**config.mk**
```make
export PLATFORM = sky130hd
export DESIGN_NAME = fifo_ser
export DESIGN_NICKNAME = d
export VERILOG_FILES = /design/src/rtl/fifo_ser.sv
export SDC_FILE = /design/constraint.sdc
export NUM_CORES = 1
export LEC_CHECK = 0
export CAP_MARGIN = 15
export CORE_ASPECT_RATIO = 0.7
export CORE_MARGIN = 2
export CORE_UTILIZATION = 51
export CTS_CLUSTER_SIZE = 10
export DETAILED_ROUTE_END_ITERATION = 12
export HOLD_SLACK_MARGIN = 0.08
export PLACE_DENSITY = 0.8
export SETUP_SLACK_MARGIN = 0.05
export SYNTH_ARGS = -nofsm -noshare
export SYNTH_HDL_FRONTEND = slang
export SYNTH_SLANG_ARGS = --single-unit
```
**constraint.sdc**
```tcl
create_clock -name clk -period 2.24 [get_ports clk]
set_input_delay 0.448 -clock clk [delete_from_list [all_inputs] [get_ports clk]]
set_output_delay 0.448 -clock clk [all_outputs]
set_load 0.005 [all_outputs]
```
**src/rtl/fifo_ser.sv**
```systemverilog
// fifo_ser: pops words from the upstream FIFO read port and streams them
// out MSB-first on a 1-bit valid/ready link, counting delivered words and failed reads.
module fifo_ser #(
    parameter int unsigned DATA_W = 32,
    parameter int unsigned CNT_W  = 8,
    parameter int unsigned TMO    = 4
) (
    input  logic              clk,
    input  logic              reset_n,
    input  logic              empty,
    input  logic              rd_ack,
    input  logic              rd_err,
    input  logic [DATA_W-1:0] fifo_data,
    output logic              rd_en,
    input  logic              ser_ready,
    output logic              ser_data,
    output logic              ser_valid,
    output logic              ser_last,
    output logic              busy,
    output logic [CNT_W-1:0]  word_cnt,
    output logic [3:0]        err_cnt
);

    localparam int unsigned IDX_W = (DATA_W > 1) ? $clog2(DATA_W) : 1;
    localparam int unsigned TMO_W = (TMO > 1) ? $clog2(TMO) : 1;
    localparam logic [IDX_W-1:0] LAST_IDX = IDX_W'(DATA_W - 1);
    localparam logic [TMO_W-1:0] TMO_LAST = TMO_W'(TMO - 1);

    typedef enum logic [1:0] {
        IDLE,
        REQ,
        WAIT,
        SHIFT
    } state_t;

    state_t             state;
    state_t             state_nxt;
    logic [DATA_W-1:0]  shreg;
    logic [IDX_W-1:0]   bit_idx;
    logic [TMO_W-1:0]   tmo_cnt;

    logic               xfer;
    logic               xfer_last;
    logic               load;
    logic               fail;

    // Ack has priority over err; a read fails on err or on the last timeout cycle.
    always_comb begin
        xfer      = (state == SHIFT) && ser_ready;
        xfer_last = xfer && (bit_idx == LAST_IDX);
        load      = (state == WAIT) && rd_ack;
        fail      = (state == WAIT) && !rd_ack && (rd_err || (tmo_cnt == TMO_LAST));
    end

    always_comb begin
        state_nxt = state;
        case (state)
            IDLE:    if (!empty) state_nxt = REQ;
            REQ:     state_nxt = WAIT;
            WAIT: begin
                if (load)      state_nxt = SHIFT;
                else if (fail) state_nxt = IDLE;
            end
            SHIFT:   if (xfer_last) state_nxt = empty ? IDLE : REQ;
            default: state_nxt = IDLE;
        endcase
    end

    always_ff @(posedge clk or negedge reset_n) begin
        if (!reset_n) begin
            state <= IDLE;
        end else begin
            state <= state_nxt;
        end
    end

    always_ff @(posedge clk or negedge reset_n) begin
        if (!reset_n) begin
            shreg   <= '0;
            bit_idx <= '0;
        end else if (load) begin
            shreg   <= fifo_data;
            bit_idx <= '0;
        end else if (xfer) begin
            shreg   <= {shreg[DATA_W-2:0], 1'b0};
            bit_idx <= bit_idx + 1'b1;
        end
    end

    // REQ always precedes WAIT, so clearing here gives a fresh count on every WAIT entry.
    always_ff @(posedge clk or negedge reset_n) begin
        if (!reset_n) begin
            tmo_cnt <= '0;
        end else if (state == REQ) begin
            tmo_cnt <= '0;
        end else if (state == WAIT) begin
            tmo_cnt <= tmo_cnt + 1'b1;
        end
    end

    always_ff @(posedge clk or negedge reset_n) begin
        if (!reset_n) begin
            word_cnt <= '0;
        end else if (xfer_last) begin
            word_cnt <= word_cnt + 1'b1;
        end
    end

    always_ff @(posedge clk or negedge reset_n) begin
        if (!reset_n) begin
            err_cnt <= '0;
        end else if (fail && (err_cnt != 4'hF)) begin
            err_cnt <= err_cnt + 1'b1;
        end
    end

    always_comb begin
        rd_en     = (state == REQ);
        ser_valid = (state == SHIFT);
        ser_data  = (state == SHIFT) && shreg[DATA_W-1];
        ser_last  = (state == SHIFT) && (bit_idx == LAST_IDX);
        busy      = (state != IDLE);
    end

endmodule

```
==> flow_summary.yaml <==
clocking:
  clk_path_buf_depth: 2
  cts_htree_levels: 2
  clock_latency_of_the_later_clocked_register_in_the_worst_skew_pair_ps: 310
  tritoncts: "built"
  clk_transition_reported_paths_ps: 90
  clock_sinks: 53
  root_buffer: "clkbuf_8"
  cts_made_buffers: 5
power_and_ir_drop:
  vdd_ir_drop_max_mv: 0.4887
  power.leakage_nw: 1.644
  p_per_area_nw_per_um2: 1043
floorplanning:
  fp.dieArea_um2: 5697
  x_dimension_of_the_die_um: 89.36
  placeableCoreArea_um2: 4835
  placementRows: 21
  die_h_um: 63.75
  start_util_pct: 53.80
  io_pins: 55
min_path:
  hold_start: "word_cnt[7]$_DFFE_PN0P_"
  min_path_type: "flop to flop"
sta:
  unrepaired_setup_endpoints_after_global_routing: "no"
  timing.final.crit_period_ps: 2132
  finalCritPeriodShare_pct: 95.16
  hold-worst-slack_ps: 472.1
  achievable_clock_frequency_mhz: 469.1
  clock_skew_ps: 11.62
  totalNegativeSetupSlack_ps: 0
  slew-limit-headroom_pct: 78.28
  finalSetupViolations: 0
  timing.final.hold_violations: 0
  transition_time_at_the_pin_with_the_least_slew_margin_ps: 325.5
  maxSlewViolCount: 0
drt:
  detail_route.iter0.violations: 99
  drtAntennaViolNets: 0
  vias_per_cell: 5.156
  detail_route.wirelength_um: 4885
  route.detailed.wl_per_inst_um: 13.13
  detailroute.via_count: 1918
  wl_met2_um: 2235
  route.layer.met1.wl_um: 2391
  drc_errors: 0
  top_layer: "met4"
  detailroute.wirelength.met3_um: 203
  drt_pass1_iterations: 4
finish:
  final_design_area_no_fill_um2: 3386
  layout.cells.most_common_list: "dfrtp_1, clkdlybuf4s50_1, nand2_1"
  final_layout_size_suffix_gt1_share_pct: 10.23
  fin_cells: 372
  area_growth_from_synthesis_to_layout_pct: 30.16
  num-nets-final: 350
  antenna_cells: 0
  layout.cells.most_common: "dfrtp_1"
logic_synthesis:
  ys_seq_elements: 53
  synth.avg_cell_area_um2: 10.66
  cell_variety_after_synth: 35
  synth_area_leaders: "dfrtp_1, mux2i_1, o21ai_0"
  synthDominantCellAreaShare_pct: 50.99
  synth_warnings: 0
  mappedNetlistNets: 292
  synth_largest_area_cell: "dfrtp_1"
  dominant_synthesized_flop_cell: "dfrtp_1"
  synth_enable_flop_cells: 0
  async_reset_ff_share_pct: 100.0
  synthesized_cell_area_um2: 2601
  yosysSeqAreaShare_pct: 50.99
  number_of_instances_in_the_synthesized_netlist: 244
setup_path:
  worst_r2r_startpoint: "state[1]$_DFFE_PN0P_"
  startpoint_type: "flop"
  crit_path_end_kind: "output pin"
  r2r_setup_slack_ps: 480
  timing.critical_path.fanout_max: 5
  worst-r2r-cell-count: 6
  critical_path_source: "bit_idx[0]$_DFFE_PN0P_"
  cp.arrival_ps: 1680
  timing.setup.critical_path_class: "flop to output pin"
  crit_path_end: "ser_last"
  required_time_at_the_endpoint_of_the_critical_path_ps: 1790
  reg2reg_to: "shreg[22]$_DFFE_PN0P_"
grt:
  global_route.usage.total_pct: 18.60
  antenna_violations_before_repair: 0
  grt_pass1_wl_um: 8259
  first_global_vias: 1802
  largest_net_degree_at_the_start_of_global_routing: 70
  gr-total-overflow: 0
placement:
  detailed_place_hpwl_um: 3503
  gp_routability_congestion: 0.7968
  post_dp_cell_area_um2: 3213
  port_buffers: 54
  numPlacedInstances: 360
run:
  maxCapViolations: 0
status:
  run_status: "finished, final reports clean"
## power by group
| group | total [mW] | internal (mW) | switching [mW] |
|---|---|---|---|
| Sequential | 1.56 | 1.32 | 0.240 |
| Combinational | 1.33 | 0.723 | 0.611 |
| Clock | 0.641 | 0.336 | 0.305 |
## stage by stage
stage / power [mW] / setup slack, ps / utilization, %
after floorplan: 2.407 / 657.3 / -
after global placement: 2.800 / 204.9 / 66.46
after detailed placement: 2.868 / 163.3 / 66.46
after CTS: 3.539 / 51.18 / 69.62
after global routing: 3.816 / 21.19 / 70.03
final: 3.533 / 108.3 / 70.03
## cells in the mapped netlist, types with 4 or more instances
cell	instances
mux2_2	5
nand3_1	10
xnor2_1	4
xor2_1	6
nor2_1	5
buf_2	4
nand2_1	38
dfrtp_1	53
ha_1	10
inv_1	6
mux2i_1	32
o21ai_0	32
clkbuf_1	4
## cell families (layout without fill, tap and decap cells)
family	Yosys count	count (layout)	share of synthesized area (%)
AOI/OAI and AO/OA	39	39	7.888
xor gates and xnor gates	10	10	3.367
adders and majority gates	10	10	4.810
buffers and inverters	19	78	3.944
DFF	53	53	50.99
muxes	37	37	14.48
and+or+nand+nor	76	76	14.53
## layout make-up
class,count,area (um^2)
clock buffers,6,72.57
inverters,6,22.52
fillers,402,1449
clock inverters,2,38.79
flip-flops and latches,53,1326
repair buffers,64,636.9
well taps,69,86.33
multi-input cells,172,1202
## timing repair
| action | in CTS | in global routing |
|---|---|---|
| hold buffers | 1 | 0 |
| hold endpoints to repair | 4 | 0 |
| resized for setup | 4 | 2 |
| pin swaps | 0 | 0 |
| endpoints found under the setup margin | 1 | 2 |
| setup buffers | 2 | 1 |
## worst max-delay path, cell delays in order, from the launching register on
cell,delay (ps)
dfrtp_1,400
ha_1,220
and3_4,190
ha_4,170
and2_1,150
dlygate4sd2_1,250
## worst min-delay path by stage
stage / slack (ps) / endpoint / depth (start not counted)
detailed placement: 270 / err_cnt[0]$_DFFE_PN0P_ / 1
finish: 470 / word_cnt[7]$_DFFE_PN0P_ / 1
floorplan: 150 / bit_idx[0]$_DFFE_PN0P_ / 0
global placement: 270 / err_cnt[0]$_DFFE_PN0P_ / 1
CTS: 470 / err_cnt[0]$_DFFE_PN0P_ / 2
global route: 500 / err_cnt[3]$_DFFE_PN0P_ / 2
## routing by layer
layer,up-vias,track usage [%]
li1,958,-
met1,917,27.33
met2,36,28.06
met3,7,3.876
met4,0,5.037
met5,-,0
## sequential cells by signal, indices dropped and copies added, names as in the netlist
register,flops
tmo_cnt,2
state,2
word_cnt,8
err_cnt,4
shreg,32
bit_idx,5
(Power assumes the default switching activity.)
